<file path="config.mk">
export PLATFORM = sky130hd
export DESIGN_NAME = sram_wr_pattern_gen
export DESIGN_NICKNAME = d
export VERILOG_FILES = /design/src/rtl/sram_wr_pattern_gen.sv
export SDC_FILE = /design/constraint.sdc
export NUM_CORES = 1
export LEC_CHECK = 0
export ABC_AREA = 0
export BUFFER_PORTS_ARGS = -buffer_cell sky130_fd_sc_hd__buf_2
export CORE_ASPECT_RATIO = 2
export CORE_MARGIN = 4
export CORE_UTILIZATION = 45
export DETAILED_ROUTE_END_ITERATION = 16
export GPL_ROUTABILITY_DRIVEN = 0
export PLACE_DENSITY = 0.74
export SYNTH_ARGS = -nofsm -noshare
export SYNTH_HDL_FRONTEND = slang
export SYNTH_SLANG_ARGS = --single-unit
</file>
<file path="constraint.sdc">
create_clock -name CLK -period 10.6 [get_ports CLK]
set_clock_uncertainty 0.2 [all_clocks]
set_input_delay 2.65 -clock CLK [delete_from_list [all_inputs] [get_ports CLK]]
set_output_delay 2.65 -clock CLK [all_outputs]
set_load 0.005 [all_outputs]
</file>
<file path="src/rtl/sram_wr_pattern_gen.sv">
// rtl/sram_wr_pattern_gen.sv - SRAM write-stream generator: settle hold, backpressure, multi-frame runs, selectable data patterns
module sram_wr_pattern_gen #(
    parameter int              AW           = 8,
    parameter int              DW           = 128,
    parameter logic [AW-1:0]   P_START_ADDR = '0,
    parameter int              P_DATA_HOLD  = 9,
    parameter int              P_PIC_SIZE   = 256
) (
    input  logic          CLK,
    input  logic          RST,
    input  logic          start,
    input  logic [1:0]    mode,
    input  logic [3:0]    frames,
    input  logic          wr_ready,
    output logic          wr_en,
    output logic [AW-1:0] wr_addr,
    output logic [DW-1:0] wr_data,
    output logic          busy,
    output logic          done,
    output logic [3:0]    frame_idx
);
    localparam int              HW        = (P_DATA_HOLD > 1) ? $clog2(P_DATA_HOLD) : 1;
    localparam logic [HW-1:0]   HOLD_LAST = HW'((P_DATA_HOLD > 0) ? P_DATA_HOLD - 1 : 0);
    localparam logic [AW-1:0]   PIC_LAST  = AW'(P_PIC_SIZE - 1);

    typedef enum logic [3:0] {
        S_IDLE  = 4'b0001,
        S_HOLD  = 4'b0010,
        S_WDATA = 4'b0100,
        S_STOP  = 4'b1000
    } state_t;

    state_t        state_q, state_d;
    logic [1:0]    mode_q, mode_d;
    logic [3:0]    frames_q, frames_d;
    logic [3:0]    frame_idx_q, frame_idx_d;
    logic [AW-1:0] beat_cnt_q, beat_cnt_d;
    logic [HW-1:0] hold_cnt_q, hold_cnt_d;
    logic [7:0]    pix_q, pix_d;
    logic [2:0]    bit_q, bit_d;
    logic          wr_en_q, wr_en_d;
    logic [AW-1:0] wr_addr_q, wr_addr_d;
    logic [DW-1:0] wr_data_q, wr_data_d;
    logic          busy_q, busy_d;
    logic          done_q, done_d;

    function automatic logic [DW-1:0] pattern(input logic [1:0] m, input logic [AW-1:0] bc,
                                              input logic [3:0] fi, input logic [7:0] px,
                                              input logic [2:0] bt);
        logic [7:0] b;
        b = 8'(bc) + {4'b0000, fi};
        case (m)
            2'd0:    pattern = {(DW/8){b}};
            2'd1:    pattern = {DW{px[bt]}};
            2'd2:    pattern = {DW{1'b1}};
            default: pattern = {(DW/8){bc[0] ? 8'h55 : 8'hAA}};
        endcase
    endfunction

    always_comb begin
        state_d     = state_q;
        mode_d      = mode_q;
        frames_d    = frames_q;
        frame_idx_d = frame_idx_q;
        beat_cnt_d  = beat_cnt_q;
        hold_cnt_d  = hold_cnt_q;
        pix_d       = pix_q;
        bit_d       = bit_q;
        done_d      = 1'b0;
        case (state_q)
            S_IDLE: begin
                if (start) begin
                    mode_d      = mode;
                    frames_d    = (frames == 4'd0) ? 4'd1 : frames;
                    frame_idx_d = 4'd0;
                    beat_cnt_d  = '0;
                    hold_cnt_d  = '0;
                    pix_d       = 8'd0;
                    bit_d       = 3'd0;
                    state_d     = (P_DATA_HOLD == 0) ? S_WDATA : S_HOLD;
                end
            end
            S_HOLD: begin
                if (hold_cnt_q == HOLD_LAST) begin
                    hold_cnt_d = '0;
                    state_d    = S_WDATA;
                end else begin
                    hold_cnt_d = hold_cnt_q + HW'(1);
                end
            end
            S_WDATA: begin
                if (wr_ready) begin
                    // The bit-serial cursor runs across frames; only a new run rewinds it.
                    bit_d = bit_q + 3'd1;
                    if (bit_q == 3'd7) begin
                        pix_d = pix_q + 8'd1;
                    end
                    if (beat_cnt_q == PIC_LAST) begin
                        beat_cnt_d = '0;
                        if (frame_idx_q != frames_q - 4'd1) begin
                            frame_idx_d = frame_idx_q + 4'd1;
                            state_d     = (P_DATA_HOLD == 0) ? S_WDATA : S_HOLD;
                        end else begin
                            state_d = S_STOP;
                            done_d  = 1'b1;
                        end
                    end else begin
                        beat_cnt_d = beat_cnt_q + AW'(1);
                    end
                end
            end
            S_STOP: begin
                frame_idx_d = 4'd0;
                state_d     = S_IDLE;
            end
            default: state_d = S_IDLE;
        endcase

        // Outputs are computed from next-state values so that a stalled beat reproduces itself.
        wr_en_d   = (state_d == S_WDATA);
        wr_addr_d = wr_en_d ? P_START_ADDR + beat_cnt_d : '0;
        wr_data_d = wr_en_d ? pattern(mode_d, beat_cnt_d, frame_idx_d, pix_d, bit_d) : '0;
        busy_d    = (state_d != S_IDLE);
    end

    always_ff @(posedge CLK or negedge RST) begin
        if (!RST) begin
            state_q     <= S_IDLE;
            mode_q      <= 2'd0;
            frames_q    <= 4'd0;
            frame_idx_q <= 4'd0;
            beat_cnt_q  <= '0;
            hold_cnt_q  <= '0;
            pix_q       <= 8'd0;
            bit_q       <= 3'd0;
            wr_en_q     <= 1'b0;
            wr_addr_q   <= '0;
            wr_data_q   <= '0;
            busy_q      <= 1'b0;
            done_q      <= 1'b0;
        end else begin
            state_q     <= state_d;
            mode_q      <= mode_d;
            frames_q    <= frames_d;
            frame_idx_q <= frame_idx_d;
            beat_cnt_q  <= beat_cnt_d;
            hold_cnt_q  <= hold_cnt_d;
            pix_q       <= pix_d;
            bit_q       <= bit_d;
            wr_en_q     <= wr_en_d;
            wr_addr_q   <= wr_addr_d;
            wr_data_q   <= wr_data_d;
            busy_q      <= busy_d;
            done_q      <= done_d;
        end
    end

    assign wr_en     = wr_en_q;
    assign wr_addr   = wr_addr_q;
    assign wr_data   = wr_data_q;
    assign busy      = busy_q;
    assign done      = done_q;
    assign frame_idx = frame_idx_q;
endmodule
</file>
==> results of run 1 <==
## critical path, cell delays in order
cell     delay (ps)
buf_2           280
nand4_1         250
nor2_1          190
nand3_1         130
nor2_1          380
a21oi_1         130
o21ai_0         230
o21ai_0         230
ha_1            410
a21o_1          180
a21oi_1         240
nor2_1          100
a211o_1         340
a41oi_2         170
## metal layers
layer / up-vias / global-route usage / routed length, um
met5: - / 0 / 0
met4: 0 / 0.106 / 405
met3: 23 / 0.0240 / 351
met2: 95 / 0.331 / 5580
met1: 1460 / 0.180 / 3200
li1: 1469 / - / -
## report_power, final
part	leakage [nW]	internal (mW)	total, mW	switching [mW]
clock network	0.0798	0.111	0.191	0.0795
registers	0.763	0.234	0.255	0.0208
logic	1.58	0.0514	0.142	0.0904
## cells in the final DEF, fill, tap and decap left out, types with 3 or more instances in the layout
| cell type | n |
|---|---|
| o31ai_1 | 4 |
| mux2i_1 | 5 |
| nand3_1 | 16 |
| xor2_1 | 3 |
| dfrtp_1 | 55 |
| o21ai_0 | 22 |
| nor3b_1 | 5 |
| clkbuf_16 | 5 |
| and2_1 | 5 |
| nand2_1 | 28 |
| nand2b_1 | 4 |
| nor2_1 | 24 |
| a21o_1 | 3 |
| o21ai_1 | 3 |
| xnor2_1 | 8 |
| o21a_1 | 3 |
| a31oi_1 | 4 |
| o211a_1 | 3 |
| ha_1 | 12 |
| nand4_1 | 5 |
| a211o_1 | 4 |
| a21oi_1 | 19 |
| and3_1 | 4 |
| a211oi_1 | 3 |
| nor4_1 | 6 |
| nor3_1 | 7 |
| buf_2 | 152 |
| inv_1 | 20 |
## registers in the layout, summed over array words and instances (netlist names)
signal	cells
state_q	4
wr_en	1
wr_data	8
pix_q	8
mode_q	2
done	1
frames_q	4
bit_q	3
wr_addr	8
hold_cnt_q	4
frame_idx	4
beat_cnt_q	8
busy	1
## through the flow
| stage | hold WS, ps | cell area [um^2] | power, mW |
|---|---|---|---|
| 2_1_floorplan | 241 | 4050 | 0.362 |
| 3_3_place_gp | 267 | 3980 | 0.395 |
| 3_5_place_dp | 276 | 3980 | 0.399 |
| 6_report | 292 | 4150 | 0.587 |
| 5_1_grt | 314 | 4150 | 0.618 |
| 4_1_cts | 286 | 4150 | 0.589 |
## final timing paths
path	end	cells after the start
hold / removal	pix_q[7]$_DFF_PN0_	1
min in group asynchronous	wr_addr[7]$_DFF_PN0_	2
setup reg to reg	wr_data[126]$_DFF_PN0_	14
setup / recovery	wr_data[126]$_DFF_PN0_	14
hold reg to reg	pix_q[7]$_DFF_PN0_	1
max in group asynchronous	mode_q[1]$_DFF_PN0_	2
## cell families after synthesis
| family | share of synthesized area |
|---|---|
| mux | 0.0207 |
| compound gates | 0.149 |
| fa+ha+maj | 0.0420 |
| xor+xnor | 0.0238 |
| simple gates | 0.160 |
| flops | 0.346 |
| buf+inv | 0.258 |
## area by class of cell
| type | count | area (um^2) |
|---|---|---|
| fillers | 815 | 4560 |
| multi-input cells | 236 | 1600 |
| flip-flops and latches | 56 | 1400 |
| repair buffers | 154 | 776 |
| clock buffers | 5 | 125 |
| well taps | 100 | 125 |
| inverters | 20 | 75.1 |
| clock inverters | 3 | 42.5 |
==> summary.txt, run 1 <==
STA
  • F_max: approximately 170 MHz
  • Slew headroom: 0.335
  • Min Tclk post-route: around 5900 ps
  • Max Transition Viols Final: 0
  • Worst-Margin Slew: 993 ps
  • Unrepaired setup endpoints after global routing: false
  • Final hold viol count: 0
  • Setup TNS: 0 ps
  • Setup ws final: 4700 ps
  • Final setup violation count: 0
  • Final period util: 0.557

Routing
  • First-pass DRT Iterations: 5
  • DRC: 0
  • DR WL/cell: between 15 and 20 um
  • Vias per cell: ~5.3
  • DRT Wirelength: between 9000 and 10000 um
  • Final ANT Viol Nets: 0
  • Routed vias: roughly 3000
  • Initial DRC count: 221

Setup path
  • Worst Setup Start Kind: input port
  • Worst Setup Path Type: in2reg
  • Req. time, crit path: between 10000 and 15000 ps
  • CP startpoint: wr_ready
  • CP Max Fanout: 21
  • Flop2flop setup slack: 6250 ps
  • Worst Path Arrival: a little under 6000 ps
  • Crit end category: flip-flop
  • Worst r2r src: state_q[3]$_DFF_PN0_

Min path
  • Hold Crit Start: pix_q[7]$_DFF_PN0_
  • Hold Path Class: reg2reg

Clock network
  • Sink Count: 56
  • CTS H-tree depth: 2
  • Worst-Skew Late Latency: 300 ps
  • Clock slew seen by the registers of the worst setup and hold paths: 70 ps
  • Cells resized by post-CTS repair: 0
  • CTS Buf Count: 5
  • # Post-CTS Setup Buffers: 0
  • Clock root cell: clkbuf_16
  • Clk buf depth: 2
  • Hold_buf cts: 0
  • CTS tree: done

Floorplanning
  • Die height: approximately 140 um
  • Die X: approximately 75 um
  • Starting Density: 0.466
  • Core area: approximately 8700 um^2
  • Rows: between 40 and 50
  • Num ports: between 150 and 200
  • Die area: ~11000 um^2

Synth
  • Synth warn: 0
  • Seq/Total Area, Yosys: 0.346
  • Mapped Cells: between 400 and 500
  • Syn avg cell area: roughly 9.1 um^2
  • Cell taking the most area after synthesis: dfrtp_1
  • Post-Syn Area: roughly 4000 um^2
  • Most frequent cell after synthesis: buf_4
  • Asr flop ratio synth: 1.00
  • Syn_nets: 468
  • FF+latch count, synth: 56
  • Top_reg_cell synth: dfrtp_1
  • Post-synth EDFFs: 0
  • Post-synth top cells: buf_4, dfrtp_1, nand2_1
  • Distinct cells, synth: 59
  • Top cells by area, synth: dfrtp_1, buf_4, ha_1, o21ai_0, nand2_1
  • Share of the synthesized area in the top cell type: 0.340

Cells and area
  • N_diodes: 0
  • Fraction of layout cells with a size suffix above 1: 0.371
  • Post-route insts no fill: roughly 570
  • Final Util: 0.477
  • Area growth, synth to finish: 2.38%
  • # nets final: approximately 500

Placed design
  • Dpl hpwl: about 7400 um
  • Port bufs: roughly 150
  • Placed instance count: 566
  • Setup WS pre-CTS: roughly 4500 ps

Global routing
  • Vias in the first global route: 3026
  • Total GRT Usage: 0.179
  • First-pass GRT wire length: between 10000 and 15000 um
  • Largest net degree at the start of global routing: 57
  • Overflow after GRT: 0
  • Antenna violations before repair: 0

Power
  • Cell Pwr Density: roughly 140 nW/um^2
  • Pleak: around 2.4 nW
  • Max IR drop VDD: 83.9 uV

Job
  • Maxcap violations: 0

Status
  • Outcome: complete, no violations
No activity file was read; power rests on OpenSTA's default activity.
==> run 2: changes to the inputs <==
==> constraint.sdc (replaced) <==
create_clock -name CLK -period 5.9 [get_ports CLK]
set_clock_uncertainty 0.2 [all_clocks]
set_input_delay 1.475 -clock CLK [delete_from_list [all_inputs] [get_ports CLK]]
set_output_delay 1.475 -clock CLK [all_outputs]
set_load 0.005 [all_outputs]
==> summary.txt, run 2 (synthesis results as in run 1) <==
Global routing
  • Vias in the first global route: 2993 (-1.1%)
  • Overflow after GRT: 0 (unchanged)
  • First-pass GRT wire length: 14800 um (+0.47%)
  • Antenna violations before repair: 0 (unchanged)
  • Total GRT Usage: 0.179 (+0.000359)
  • Largest net degree at the start of global routing: 57 (unchanged)

Setup path
  • Worst Setup Start Kind: input port
  • Slowest cell on the critical path: nor2_1
  • Crit end category: flip-flop
  • Worst Path Arrival: 4700 ps (-1220 ps)
  • Flop2flop setup slack: 1730 ps (-4520 ps)
  • Req. time, crit path: 5850 ps (-4770 ps)
  • Critical path buffers and inverters: 1 (unchanged)
  • Slowest stage delay, CP: 410 ps (about the same)
  • CP Cell Sequence: buf_2 -> nand4_1 -> nor2_1 -> nand3_1 -> nor2_1 -> o21bai_1 -> and2_1 -> a31o_2 -> ha_1 -> a211oi_1 -> nor2_1 -> nor2_1 -> nor2_1 -> nand3_1 -> mux2i_1 -> a31oi_2
  • CP Max Fanout: 21 (unchanged)
  • Worst Setup Path Type: in2reg
  • Crit-path most repeated cell: nor2_1
  • Delay-heaviest family, CP: simple AND/OR/NAND/NOR gates

Cells and area
  • Fraction of layout cells with a size suffix above 1: 0.373 (+0.00132)
  • Design Area, Final: 4140 um^2 (-0.30%)
  • Most frequent cells in the layout: buf_2, dfrtp_1, nand2_1, nor2_1, o21ai_0
  • Commonest non-fill, non-tap cell in the layout: buf_2
  • # nets final: 497 (+0.20%)
  • Area growth, synth to finish: 2.07%
  • N_diodes: 0 (unchanged)
  • Post-route insts no fill: 575 (+0.17%)

STA
  • Final period util: 0.805
  • Unrepaired setup endpoints after global routing: false
  • Hold Worst Slack: 292 ps (-0.191 ps)
  • Min Tclk post-route: 4750 ps
  • Setup TNS: 0 ps (unchanged)
  • Final setup violation count: 0 (unchanged)
  • Worst-Margin Slew: 970 ps (-23.0 ps)
  • Slew headroom: 0.350 (+0.0154)
  • Max Transition Viols Final: 0 (unchanged)
  • F_max: 211 MHz
  • Final hold viol count: 0 (unchanged)

Routing
  • Vias per cell: 5.29 (-0.37%)
  • DR WL/cell: 16.6 um (+0.16%)
  • Initial DRC count: 106 (-52%)
  • First-pass DRT Iterations: 4 (-1)
  • DRT Wirelength: 9570 um (+0.34%)
  • Routed vias: 3041 (-0.20%)
  • Final ANT Viol Nets: 0 (unchanged)
  • DRC: 0 (unchanged)

Power
  • Cell Pwr Density: 247 nW/um^2 (+74%)
  • Pleak: 2.42 nW (about the same)
  • Final Power: 1.02 mW (+74%)
  • Max IR drop VDD: 117 uV (+40%)

Floorplanning
  • Starting Density: 0.466 (unchanged)
  • Die X: 75.1 um (unchanged)
  • Core area: 8710 um^2 (unchanged)
  • Num ports: 153 (unchanged)
  • Die area: 10700 um^2 (unchanged)
  • Die height: 142 um (unchanged)
  • Rows: 48 (unchanged)

Clock network
  • Clock slew seen by the registers of the worst setup and hold paths: 80 ps (about the same)
  • CTS Buf Count: 5 (unchanged)
  • Hold_buf cts: 0 (unchanged)
  • Clock root cell: clkbuf_16
  • # Post-CTS Setup Buffers: 0 (unchanged)
  • Cells resized by post-CTS repair: 0 (unchanged)
  • Sink Count: 56 (unchanged)
  • CTS tree: done
  • CTS H-tree depth: 2 (unchanged)
  • Worst-Skew Late Latency: 300 ps (about the same)
  • Clk buf depth: 2 (unchanged)

Placed design
  • Dpl cell area: 3990 um^2 (+0.19%)
  • Dpl hpwl: 7470 um (+0.69%)
  • Placed instance count: 567 (+0.18%)
  • Port bufs: 152 (unchanged)

Min path
  • Hold Path Class: reg2reg

Job
  • Maxcap violations: 0 (unchanged)

Status
  • Outcome: complete, no violations
[run 2: power breakdown]
part           internal, mW  switching (mW)  total, mW
Clock                 0.159           0.148      0.307
Combinational        0.0954           0.161      0.256
Sequential            0.420          0.0371      0.457
Total                 0.675           0.346       1.02
[run 2: path summary, 6_finish.rpt]
path | depth (start not counted) | start | endpoint
min reg2reg | 1 | pix_q[7]$_DFF_PN0_ | pix_q[7]$_DFF_PN0_
max in group asynchronous | 2 | RST | wr_addr[1]$_DFF_PN0_
min | 1 | pix_q[7]$_DFF_PN0_ | pix_q[7]$_DFF_PN0_
max | 16 | wr_ready | wr_data[119]$_DFF_PN0_
min in group asynchronous | 2 | RST | wr_addr[2]$_DFF_PN0_
max reg2reg | 14 | state_q[3]$_DFF_PN0_ | wr_data[126]$_DFF_PN0_
[run 2: area by class of cell]
type	instances	area [um^2]
clock inverter	3	22.5
tap	100	125
multi-input combinational	236	1600
fill	809	4570
sequential	56	1400
timing repair buffer	155	783
inverter	20	75.1
clock buffer	5	125
[run 2: metal layers]
layer | GRT usage | wire, um | vias up
met5 | 0 | 0 | -
met4 | 0.0976 | 389 | 0
met1 | 0.181 | 3210 | 1461
met2 | 0.338 | 5690 | 83
met3 | 0.0205 | 284 | 24
li1 | - | - | 1473
[run 2: worst reg2reg max path, cell delays in order, from the launching register on]
cell and delay, ps:
dfrtp_1 500, nor4b_4 910, o21ai_1 370, o21ai_1 350, a21oi_1 190, inv_1 180
ha_1 220, inv_1 60, fa_1 390, inv_1 70, a21o_1 100, a21oi_1 80
nor2_1 150, nand3_1 120, a41oi_2 200
[run 2: metrics by stage]
stage                     setup WS (ps)   util
after floorplan                    1450      -
after global placement             1080  0.458
after detailed placement            942  0.458
after CTS                          1250  0.475
after global routing                796  0.475
final                              1150  0.475
